`src/rtl/commit_pkg.sv`:
```
// Shared constants for the commit tracker: halt codes, FSM encoding and the
// ebreak instruction word.
package commit_pkg;

    localparam logic [1:0] CT_RUN  = 2'd0;
    localparam logic [1:0] CT_GOOD = 2'd1;
    localparam logic [1:0] CT_BAD  = 2'd2;
    localparam logic [1:0] CT_FAIL = 2'd3;

    localparam logic [2:0] ST_RUN   = 3'd0;
    localparam logic [2:0] ST_GOOD  = 3'd1;
    localparam logic [2:0] ST_BAD   = 3'd2;
    localparam logic [2:0] ST_TMO   = 3'd3;
    localparam logic [2:0] ST_PCERR = 3'd4;

    localparam logic [31:0] EBREAK_INSTR = 32'h0010_0073;

    localparam logic [63:0] CT_RESET_PC_DEFAULT = 64'h0000_0000_8000_0000;

    localparam int unsigned IDLE_W = 21;

endpackage

```
`src/rtl/commit_trace_ring.sv`:
```
// Ring of the most recent retired pre_pc values; read index 0 is the newest
// entry. Only built when COMMIT_TRACKER_TRACE_EN is defined.
module commit_trace_ring
    import commit_pkg::*;
#(
    parameter int unsigned DEPTH = 8
) (
    input  logic                     clk,
    input  logic                     rst,
    input  logic                     wr_en,
    input  logic [63:0]              wr_data,
    input  logic [$clog2(DEPTH)-1:0] rd_idx,
    output logic [63:0]              rd_data
);

    localparam int unsigned AW = $clog2(DEPTH);

    logic [63:0]   mem_p0 [DEPTH];
    logic [AW-1:0] wptr_p0;
    logic [AW-1:0] rd_addr;

    // Power-of-two depth makes the AW-bit subtraction wrap modulo DEPTH.
    assign rd_addr = wptr_p0 - AW'(1) - rd_idx;
    assign rd_data = mem_p0[rd_addr];

    always_ff @(posedge clk) begin
        if (!rst) begin
            wptr_p0 <= '0;
            for (int i = 0; i < int'(DEPTH); i++) begin
                mem_p0[i] <= '0;
            end
        end else if (wr_en) begin
            mem_p0[wptr_p0] <= wr_data;
            wptr_p0         <= wptr_p0 + AW'(1);
        end
    end

endmodule

```
`src/rtl/commit_tracker.sv`:
```
// Commit-stream sink: retire counter, PC-chain check, ebreak halt and idle
// watchdog. Define COMMIT_TRACKER_TRACE_EN to add the pre_pc trace ring.
module commit_tracker
    import commit_pkg::*;
#(
    parameter int unsigned TIMEOUT_CYCLES = 1024,
    parameter logic [63:0] RESET_PC       = CT_RESET_PC_DEFAULT,
    parameter int unsigned TRACE_DEPTH    = 8
) (
    input  logic                  clk,
    input  logic                  rst,
    input  logic                  regW_i_commit,
    input  logic [63:0]           regW_i_commit_pre_pc,
    input  logic [31:0]           regW_i_commit_instr,
    input  logic [63:0]           regW_i_commit_pc,
    input  logic [63:0]           regW_i_a0,
    output logic [63:0]           ct_o_instr_cnt,
    output logic                  ct_o_halt,
    output logic [1:0]            ct_o_halt_code,
    output logic [63:0]           ct_o_err_pc,
    output logic [IDLE_W-1:0]     ct_o_idle_cnt
`ifdef COMMIT_TRACKER_TRACE_EN
    ,
    output logic [63:0]                    ct_o_trace_pc,
    input  logic [$clog2(TRACE_DEPTH)-1:0] ct_i_trace_idx
`endif
);

    if (TIMEOUT_CYCLES < 1 || TIMEOUT_CYCLES > (1 << 20)) begin : g_bad_timeout
        $error("commit_tracker: TIMEOUT_CYCLES out of range");
    end
    if (TRACE_DEPTH < 2 || TRACE_DEPTH > 64 ||
        (TRACE_DEPTH & (TRACE_DEPTH - 1)) != 0) begin : g_bad_depth
        $error("commit_tracker: TRACE_DEPTH must be a power of two in 2..64");
    end

    localparam logic [IDLE_W-1:0] IDLE_LAST = IDLE_W'(TIMEOUT_CYCLES - 1);

    function automatic logic [IDLE_W-1:0] sat_inc(input logic [IDLE_W-1:0] v);
        return (&v) ? v : v + IDLE_W'(1);
    endfunction

    logic [2:0]        state_p0,   state_nxt;
    logic [63:0]       cnt_p0,     cnt_nxt;
    logic              halt_p0,    halt_nxt;
    logic [1:0]        code_p0,    code_nxt;
    logic [63:0]       err_pc_p0,  err_pc_nxt;
    logic [IDLE_W-1:0] idle_p0,    idle_nxt;
    logic [63:0]       exp_pc_p0,  exp_pc_nxt;

    logic run;
    logic pc_ok;
    logic is_ebreak;
    logic count_en;

    assign run       = (state_p0 == ST_RUN);
    assign pc_ok     = (regW_i_commit_pre_pc == exp_pc_p0);
    assign is_ebreak = (regW_i_commit_instr == EBREAK_INSTR);
    assign count_en  = run && regW_i_commit && pc_ok;

    always_comb begin
        state_nxt  = state_p0;
        cnt_nxt    = cnt_p0;
        halt_nxt   = halt_p0;
        code_nxt   = code_p0;
        err_pc_nxt = err_pc_p0;
        idle_nxt   = idle_p0;
        exp_pc_nxt = exp_pc_p0;
        if (run) begin
            if (regW_i_commit) begin
                idle_nxt = '0;
                // A broken PC chain wins over an ebreak on the same beat.
                if (!pc_ok) begin
                    state_nxt  = ST_PCERR;
                    halt_nxt   = 1'b1;
                    code_nxt   = CT_FAIL;
                    err_pc_nxt = regW_i_commit_pre_pc;
                end else begin
                    cnt_nxt    = cnt_p0 + 64'd1;
                    exp_pc_nxt = regW_i_commit_pc;
                    if (is_ebreak) begin
                        halt_nxt = 1'b1;
                        if (regW_i_a0 == 64'd0) begin
                            state_nxt = ST_GOOD;
                            code_nxt  = CT_GOOD;
                        end else begin
                            state_nxt = ST_BAD;
                            code_nxt  = CT_BAD;
                        end
                    end
                end
            end else begin
                idle_nxt = sat_inc(idle_p0);
                if (idle_p0 >= IDLE_LAST) begin
                    state_nxt  = ST_TMO;
                    halt_nxt   = 1'b1;
                    code_nxt   = CT_FAIL;
                    err_pc_nxt = '0;
                end
            end
        end
    end

    // Single register stage: every output is the state after the last edge.
    always_ff @(posedge clk) begin
        if (!rst) begin
            state_p0  <= ST_RUN;
            cnt_p0    <= '0;
            halt_p0   <= 1'b0;
            code_p0   <= CT_RUN;
            err_pc_p0 <= '0;
            idle_p0   <= '0;
            exp_pc_p0 <= RESET_PC;
        end else begin
            state_p0  <= state_nxt;
            cnt_p0    <= cnt_nxt;
            halt_p0   <= halt_nxt;
            code_p0   <= code_nxt;
            err_pc_p0 <= err_pc_nxt;
            idle_p0   <= idle_nxt;
            exp_pc_p0 <= exp_pc_nxt;
        end
    end

    assign ct_o_instr_cnt = cnt_p0;
    assign ct_o_halt      = halt_p0;
    assign ct_o_halt_code = code_p0;
    assign ct_o_err_pc    = err_pc_p0;
    assign ct_o_idle_cnt  = idle_p0;

`ifdef COMMIT_TRACKER_TRACE_EN
    commit_trace_ring #(
        .DEPTH (TRACE_DEPTH)
    ) u_trace_ring (
        .clk     (clk),
        .rst     (rst),
        .wr_en   (count_en),
        .wr_data (regW_i_commit_pre_pc),
        .rd_idx  (ct_i_trace_idx),
        .rd_data (ct_o_trace_pc)
    );
`else
    logic unused_count_en;
    assign unused_count_en = count_en;
`endif

endmodule

```
`config.mk`:
```
export PLATFORM = sky130hd
export DESIGN_NAME = commit_tracker
export DESIGN_NICKNAME = d
export VERILOG_FILES = /design/src/rtl/commit_pkg.sv /design/src/rtl/commit_trace_ring.sv /design/src/rtl/commit_tracker.sv
export SDC_FILE = /design/constraint.sdc
export NUM_CORES = 1
export LEC_CHECK = 0
export ABC_AREA = 1
export CAP_MARGIN = 10
export CORE_MARGIN = 2
export CORE_UTILIZATION = 46
export CTS_CLUSTER_DIAMETER = 40
export DETAILED_ROUTE_END_ITERATION = 12
export PLACE_DENSITY = 0.84
export SLEW_MARGIN = 15
export SYNTH_ARGS = -nofsm -noshare
export SYNTH_HDL_FRONTEND = slang
export SYNTH_SLANG_ARGS = --single-unit
export TNS_END_PERCENT = 5
```
`constraint.sdc`:
```
create_clock -name clk -period 2.05 [get_ports clk]
set_input_delay 0.3075 -clock clk [delete_from_list [all_inputs] [get_ports clk]]
set_output_delay 0.3075 -clock clk [all_outputs]
set_load 0.01 [all_outputs]
```
Yosys cells after proc, flatten, opt, wreduce, memory -nomap -nowiden
Index checks and enable logic that the tools add are counted.
{"block": "totals", "regBits": 219, "latch_bits": 0, "mem_bits_rw": 0, "romBits": 0, "in_bits": 227, "out_inout_bits": 152, "elab_cells": 42, "mem_count": 0}
{"block": "op_classes", "n_addsub": 2, "n_mul": 0, "div": 0, "order_cmp": 1, "eq_ne": 5, "n_shift": 0, "muxes": 19, "bitwise_logic": 0, "n_reduce_logical": 8}
{"operator": "64-bit two-way mux", "count": 3}
{"operator": "64-bit by 1-bit adder with 64-bit output (second input constant)", "count": 1}
{"operator": "64-bit equality test", "count": 1}
{"operator": "64-bit zero test", "count": 1}
{"operator": "21-bit two-way mux", "count": 2}
{"operator": "32-bit by 21-bit equality test with 1-bit output (second input constant)", "count": 1}
{"operator": "21-bit by 1-bit adder with 21-bit output (second input constant)", "count": 1}
{"operator": "21-bit by 10-bit greater-or-equal comparator with 1-bit output (second input constant)", "count": 1}
{"operator": "21-bit AND reduction", "count": 1}
{"operator": "2-bit two-way mux", "count": 6}
{"operator": "3-bit two-way mux", "count": 4}
{"operator": "3-bit AND reduction", "count": 3}
{"operator": "1-bit two-way mux", "count": 4}
{"operator": "2-bit != test (second input constant)", "count": 2}
{"operator": "3-bit zero test", "count": 1}
{"operator": "3-bit by 2-bit != test with 1-bit output (second input constant)", "count": 1}
{"operator": "2-bit AND reduction", "count": 1}
{"operator": "2-bit nonzero test", "count": 1}

Logic depth before layout (Yosys ltp)
Gate-level depths: netlist of run 1.
{"block": "depth", "word_depth": 5, "mapped_depth": 15, "mapped_depth_nobuf": 13}

Worst setup path after synthesis of run 1
Ideal clock, no wire load.
{"block": "synth_path", "path_type": "flip-flop to flip-flop", "startpoint": "reg idle_p0[0], in the netlist ct_o_idle_cnt[0]", "endpoint": "reg err_pc_p0[50], in the netlist ct_o_err_pc[50]", "setup_time_ns": 0.132, "arrival_ns": 1.726, "required_time_ns": 1.918, "setup_slack_ns": 0.191, "stages_incl_launch_ff": 13, "n_path_buf": 2, "synth_period_minus_slack_ns": 1.859, "cell_sequence": "dfxtp_1 ha_1 nand3_1 nor2_1 nand4_1 nand3_1 nand2_1 inv_1 nand2_1 buf_4 buf_4 nand2_1 a21oi_1"}
{"block": "synth_via", "elab_chain_cells": 3}
{"item": "start, declared", "line": "commit_tracker.sv:48", "rtl": "logic [IDLE_W-1:0] idle_p0, idle_nxt;"}
{"item": "start signal, assigned", "line": "commit_tracker.sv:120", "rtl": "idle_p0 <= idle_nxt;"}
{"item": "21-bit by 10-bit greater-or-equal comparator with 1-bit output", "line": "commit_tracker.sv:94", "rtl": "if (idle_p0 >= IDLE_LAST) begin"}
{"item": "2-bit nonzero test (no source line)"}
{"item": "3-bit AND reduction (no source line)"}
{"item": "end signal, assigned", "line": "commit_tracker.sv:119", "rtl": "err_pc_p0 <= err_pc_nxt;"}
{"item": "end, declared", "line": "commit_tracker.sv:47", "rtl": "logic [63:0] err_pc_p0, err_pc_nxt;"}
Every way passes these cells.
A chain may end at the register's enable or synchronous reset.

Worst setup path in the final report of run 1
{"block": "layout_path", "startpoint": "reg exp_pc_p0[13]", "endpoint": "reg err_pc_p0[38], in the netlist ct_o_err_pc[38]"}
{"block": "layout_via", "elab_chain_cells": 3}
{"item": "start, declared", "line": "commit_tracker.sv:49", "rtl": "logic [63:0] exp_pc_p0, exp_pc_nxt;"}
{"item": "start signal, assigned", "line": "commit_tracker.sv:121", "rtl": "exp_pc_p0 <= exp_pc_nxt;"}
{"item": "64-bit equality test", "line": "commit_tracker.sv:57", "rtl": "assign pc_ok = (regW_i_commit_pre_pc == exp_pc_p0);"}
{"item": "2-bit != test (no source line)"}
{"item": "3-bit AND reduction (no source line)"}
Every way passes these cells.

==> results of run 1 <==
[state kept, by name, indices dropped and copies added (netlist names)]
| signal | count |
|---|---|
| ct_o_halt_code | 2 |
| exp_pc_p0 | 64 |
| ct_o_instr_cnt | 64 |
| ct_o_halt | 1 |
| ct_o_err_pc | 64 |
| ct_o_idle_cnt | 21 |
| state_p0 | 3 |
[cell families (layout without fill, tap and decap cells)]
kind of cell | Yosys count | count (layout) | synth area share (%)
other cells | 0 | 1 | 0
compound gates | 241 | 241 | 10.7
fa+ha+maj | 2 | 2 | 0.222
flops | 219 | 219 | 38.9
buf+inv | 227 | 758 | 8.23
simple gates | 1048 | 1048 | 37.5
xor+xnor | 58 | 58 | 4.51
[metal layers]
metal  share of wire (%)  vias to the layer above
li1                    -                     6691
met1                  37                     6632
met2                  48                      859
met3                 8.8                      230
met4                 6.3                        0
met5                   0                        -
[worst max path at each step]
stage / from / to / slack (ns) / depth (start not counted)
global placement: regW_i_commit_pre_pc[63] / exp_pc_p0[45] / -0.46 / 15
floorplan: ct_o_idle_cnt[0] / ct_o_err_pc[50] / 0.19 / 12
global route: exp_pc_p0[35] / ct_o_err_pc[38] / -0.41 / 14
finish: exp_pc_p0[13] / ct_o_err_pc[38] / -0.39 / 13
CTS: exp_pc_p0[2] / ct_o_err_pc[61] / -0.007 / 14
detailed placement: regW_i_commit_pre_pc[63] / exp_pc_p0[33] / -0.55 / 15
[per-stage QoR]
step                      setup TNS [ns]  hold slack, ns  worst slack (ns)  utilization, %
final                             -10.03           0.132            -0.395            77.4
after global routing              -15.77           0.174            -0.410            77.3
after CTS                       -0.00941           0.270          -0.00727            73.2
after detailed placement          -93.85           0.454            -0.552            67.2
after global placement            -81.68           0.450            -0.463            67.2
after floorplan                        0           0.434             0.191               -
[worst max-delay path, delay by kind of cell (launching register included)]
family	cells	cell delay (ns)
AO/OA/AOI/OAI	1	0.46
buffers and inverters	2	0.35
flip-flops	1	0.34
AND/OR/NAND/NOR	10	1.14
[layout by cell type (no fill, tap or decap), types with 23 or more instances in the layout]
cell type / n
o21ai_1: 35
clkdlybuf4s50_1: 374
dfxtp_2: 24
inv_1: 153
xor2_1: 43
nand4_1: 36
buf_4: 103
dfxtp_1: 194
nor2_1: 316
nor2_2: 52
nand3_1: 48
a21oi_1: 131
o21ai_0: 59
nand2_2: 23
clkbuf_16: 54
nand2_1: 507
[power by group]
group | internal [mW] | total [mW] | leakage (nW) | switching, mW
Combinational | 0.920 | 1.70 | 5.18 | 0.778
Sequential | 4.39 | 4.47 | 1.79 | 0.0808
Clock | 4.39 | 6.89 | 0.668 | 2.50
Total | 9.69 | 13.1 | 7.63 | 3.36
[cell type report]
type / count / area (µm²) / area share [%]
Timing Repair Buffer: 525 / 5460 / 29.2
Inverter: 161 / 633 / 3.39
Sequential cell: 219 / 4420 / 23.6
Antenna cell: 1 / 2.50 / 0.0134
Tap cell: 324 / 405 / 2.17
Multi-Input combinational cell: 1349 / 6380 / 34.1
Clock buffer: 47 / 1060 / 5.65
Clock inverter: 24 / 339 / 1.81
Timing Repair inverter: 1 / 11.3 / 0.0602
[repair_timing]
| item | in CTS | in global routing |
|---|---|---|
| setup buffers | 1 | 10 |
| hold endpoints to repair | 0 | 0 |
| gates resized for setup | 6 | 175 |
| setup endpoints to repair | 33 | 218 |
| pin swaps | 1 | 45 |
| cloned | 1 | 21 |
| hold buffers | 0 | 0 |
==> reports/metrics.yaml, run 1 <==
floorplan:
  fp.dieH_um: 161
  num_rows: 57
  die_width_um: 161
  start_util_pct: 46.6
  io_pins: 379
  die-area_um2: 25800
  core_um2: 24200
hold_path:
  worstHoldStart: "regW_i_commit_pre_pc[22]"
  hold_end: "ct_o_err_pc[22]"
  hold_depth: 3
  hp-class: "in2reg"
finish:
  nets: 2525
  layout-area-overhead-vs-synth_pct: 65.9
  final_cells: 2651
  num-fill-cells: 1648
  drive_gt1_share_pct: 15.9
  fin_area_um2: 18700
critical_path:
  end_kind: "flip-flop"
  r2r-end: "ct_o_err_pc[38]"
  crit_fanout: 9
  crit_path_cell_trace: "nor2_1 -> nor2_1 -> nor2_1 -> nand2_1 -> nor2_2 -> nand2_2 -> nor2_4 -> buf_4 -> nand3_4 -> nand2_8 -> clkbuf_16 -> nand2_1 -> a21oi_1"
  critical-path-max-stage-delay_ns: 0.46
  critPathRequiredTime_ns: 2.43
  path_common_cell: "nor2_1"
  crit_slowest_cell: "a21oi_1"
  crit_arrival_ns: 2.82
  criticalPathCategory: "reg2reg"
  reg2reg_from: "exp_pc_p0[13]"
  r2r_setup_slack_ns: -0.39
  worstSetupStartpointType: "flip-flop"
  reg2reg_depth: 13
timing:
  clock_skew_ns: 0.0345
  fmax_mhz: 409
  maxSlewViolCount: 0
  period_share_pct: 119
  fin_crit_ns: 2.44
  grt_setup_unrepaired: "true"
  fin_ws_ns: -0.395
  tightest_slew_ns: 0.773
  hold_viol: 0
  relSlewSlack_pct: 48.4
  setup_viol: 142
detailed_routing:
  drc: 0
  drt_iter0_markers: 1341
  wl_um: 49000
  dr_total_vias: 14412
  firstDrtPassIters: 8
  wl_per_cell_um: 18.5
  ant_nets: 0
  viasPerCell: 5.44
logic_synthesis:
  ys_ff_latch: 219
  yosysMostFrequentCell: "nand2_1"
  netlist_area_um2: 11300
  synthTopCellsByArea: "dfxtp_1 39%, nand2_1 18%, nor2_1 12%"
  synth.largest_area_cell: "dfxtp_1"
  synth_edf_count: 0
  synth_common_cells: "529 x nand2_1, 375 x nor2_1, 219 x dfxtp_1"
  synth.top_cell.area_share_pct: 38.9
  netlist-cell-type-count: 29
  synthCells: 1795
  avgSynthCellArea_um2: 6.28
  synthArstFlopShare_pct: 0
  syn_nets: 2024
  yosys_most_used_dff: "dfxtp_1"
  yosysWarnings: 0
  ys_seq_area_share_pct: 38.9
clock_network:
  clock_path_buffers: 3
  clkSinkCount: 219
  clk-insertion-delay-late_ns: 0.54
  root_buffer: "clkbuf_16"
  cts.clk_slew.worst_paths_ns: 0.06
  cts_buffers: 39
  cts-htree-levels: 2
  cts_tree: "done"
global_routing:
  grt_use_met3_pct: 5.73
  grt_antenna_before_repair: 0
  grt.busiest_layer: "met2"
  globalRouteOverflowTotal: 0
  grt_max_degree: 63
  grt_pass1_vias: 13689
  grtUsageTotal_pct: 33.0
  grt_first_pass_wirelength_um: 68900
  met2_usage_pct: 57.7
  grt.met1_usage_pct: 38.8
pwr:
  vdd_drop_max_uv: 520
  total_power_mw: 13.1
  power_leakage_nw: 7.63
  powerDensity_nw_per_um2: 698
placement:
  globalplace.congestion: 1.01
  dp.cells: 2548
  dp_hpwl_um: 31700
  port_buffers: 378
  place_area_um2: 16200
run_status:
  violations: "negative setup slack"
  status: "finished, violations left"
run:
  maxCapViolations: 0
No activity file was read; power rests on OpenSTA's default activity.
==> run 2, diff against run 1 <==
- GPL_TIMING_DRIVEN: default -> 0
- REMOVE_ABC_BUFFERS: default -> 1
- TNS_END_PERCENT: 5 -> 50
==> run 2 against run 1 <==
Net effect: the run still ends with negative setup slack left; first-iteration DRC count shrank 8.2%; final cell count shrank 3.2%; combinational power is essentially flat; wire length shrank 0.51%; hold slack gained 0.0099 ns; clock skew shrank 0.012 ns; global-route usage grew 0.43 points; via count shrank 3.0%; design area shrank 2.9%; clock-buffer cell count shrank 4.
==> reports/metrics.yaml, run 2 (synthesized netlist as in run 1, its figures left out) <==
detailed_routing:
  dr_total_vias: 13982
  drc: 0
  wl_per_cell_um: 19.0
  viasPerCell: 5.45
  drt_iter0_markers: 1231
  ant_nets: 0
  firstDrtPassIters: 8
  wl_um: 48800
floorplan:
  fp.dieH_um: 161
  start_util_pct: 46.6
  core_um2: 24200
  die_width_um: 161
  io_pins: 379
  num_rows: 57
  die-area_um2: 25800
timing:
  setup_viol: 197
  fin_crit_ns: 2.22
  maxSlewViolCount: 0
  relSlewSlack_pct: 60.2
  clock_skew_ns: 0.0228
  hold_viol: 0
  grt_setup_unrepaired: "true"
  fin_ws_ns: -0.173
  period_share_pct: 108
  fmax_mhz: 450
  tightest_slew_ns: 0.592
clock_network:
  cts_buffers: 35
  clock_path_buffers: 3
  clk-insertion-delay-late_ns: 0.52
  clkSinkCount: 219
  cts.clk_slew.worst_paths_ns: 0.06
  root_buffer: "clkbuf_16"
  cts_tree: "done"
  cts-htree-levels: 2
global_routing:
  grtUsageTotal_pct: 33.5
  grt_antenna_before_repair: 1
  grt_pass1_vias: 12983
  globalRouteOverflowTotal: 0
  grt_first_pass_wirelength_um: 68500
  grt_max_degree: 94
hold_path:
  hp-class: "in2reg"
critical_path:
  critical-path-max-stage-delay_ns: 0.36
  criticalPathCategory: "reg2reg"
  end_kind: "flip-flop"
  crit_arrival_ns: 2.62
  crit_slowest_cell: "dfxtp_2"
  crit_path_cell_trace: "inv_1 -> nand2_1 -> nand2_1 -> nor2_2 -> nand2_1 -> nor2_2 -> nand2_2 -> nor2_4 -> nand2_4 -> nor2_4 -> buf_12 -> buf_12 -> clkbuf_16 -> nand3_2 -> nand2_1 -> nor2_1"
  critPathRequiredTime_ns: 2.45
  path_common_cell: "nand2_1"
  worstSetupStartpointType: "flip-flop"
  crit_fanout: 7
placement:
  dp_hpwl_um: 30200
  globalplace.congestion: 0.986
  port_buffers: 378
pwr:
  vdd_drop_max_uv: 530
  total_power_mw: 12.2
  powerDensity_nw_per_um2: 670
  power_leakage_nw: 7.23
finish:
  layout-area-overhead-vs-synth_pct: 61.0
  drive_gt1_share_pct: 13.7
  final_cell_mix: "503 x nand2_1, 374 x clkdlybuf4s50_1, 326 x nor2_1"
  final_common_cell: "nand2_1"
  nets: 2446
  post-route-util_pct: 75.1
run_status:
  status: "finished, violations left"
  violations: "negative setup slack"
run:
  maxCapViolations: 0
-- run 2: cell types whose count changed in the layout (fill, tap and decap cells not counted), sizes merged --
cell	previous run	this run
bufbuf	0	1
bufinv	5	3
nand2	532	539
clkbuf	62	50
buf	133	57
inv	169	168
clkinv	8	9
clkinvlp	4	2
-- run 2: final cells by class --
type	instances	area, µm²
multi-input cells	1356	6680
flip-flops and latches	219	4410
diodes	1	2.50
fillers	1763	6020
repair buffers	442	4810
well taps	324	405
clock inverters	19	218
inverters	161	632
repair inverters	2	20.0
clock buffers	43	977
-- run 2: final timing paths --
kind | endpoint | slack (ns) | startpoint | cells past startpoint
max | ct_o_instr_cnt[9] | -0.17 | exp_pc_p0[21] | 16
min | ct_o_err_pc[31] | 0.14 | regW_i_commit_pre_pc[31] | 3
max reg2reg | ct_o_instr_cnt[9] | -0.17 | exp_pc_p0[21] | 16
min reg2reg | ct_o_err_pc[61] | 0.46 | ct_o_err_pc[61] | 2
-- run 2: stage by stage --
step                      TNS (ns)  worst slack (ns)  hold slack [ns]  std cells  cell area, µm²
final                       -16.25            -0.173            0.142       2567           18200
after global routing        -37.29            -0.290            0.129       2567           18200
after CTS                    -4.95            -0.103            0.178       2537           17400
after detailed placement   -179.58             -1.12            0.454       2440           15400
after global placement     -897.03             -4.91            0.450       2431           15100
after floorplan            -288.79             -1.81            0.428       1729           11000
-- run 2: report_power, final --
part | leakage (nW) | internal (mW) | switching [mW] | total, mW
registers | 1.78 | 4.38 | 0.0849 | 4.47
clock network | 0.595 | 3.81 | 2.22 | 6.03
logic | 4.85 | 0.855 | 0.818 | 1.67
total | 7.23 | 9.05 | 3.12 | 12.2
-- run 2: repair_timing --
| action | CTS | global route |
|---|---|---|
| gates resized for setup | 99 | 150 |
| endpoints found under the setup margin | 217 | 206 |
| setup buffers | 23 | 18 |
| endpoints found under the hold margin | 0 | 0 |
| gates cloned | 13 | 14 |
| pin swaps | 24 | 39 |
| hold buffers | 0 | 0 |
-- run 2: critical path, delay by kind of cell, from the launching register on --
kind	cells	cell delay [ns]
simple gates	12	1.15
buf+inv	4	0.56
flops	1	0.36
-- run 2: routing by layer --
| layer | routed length (µm) | vias to the layer above | global-route usage (%) |
|---|---|---|---|
| met3 | 4270 | 182 | 5.63 |
| met5 | 0 | - | 0 |
| met2 | 24000 | 770 | 60.2 |
| li1 | - | 6533 | - |
| met4 | 2750 | 0 | 14.9 |
| met1 | 17800 | 6497 | 39.0 |
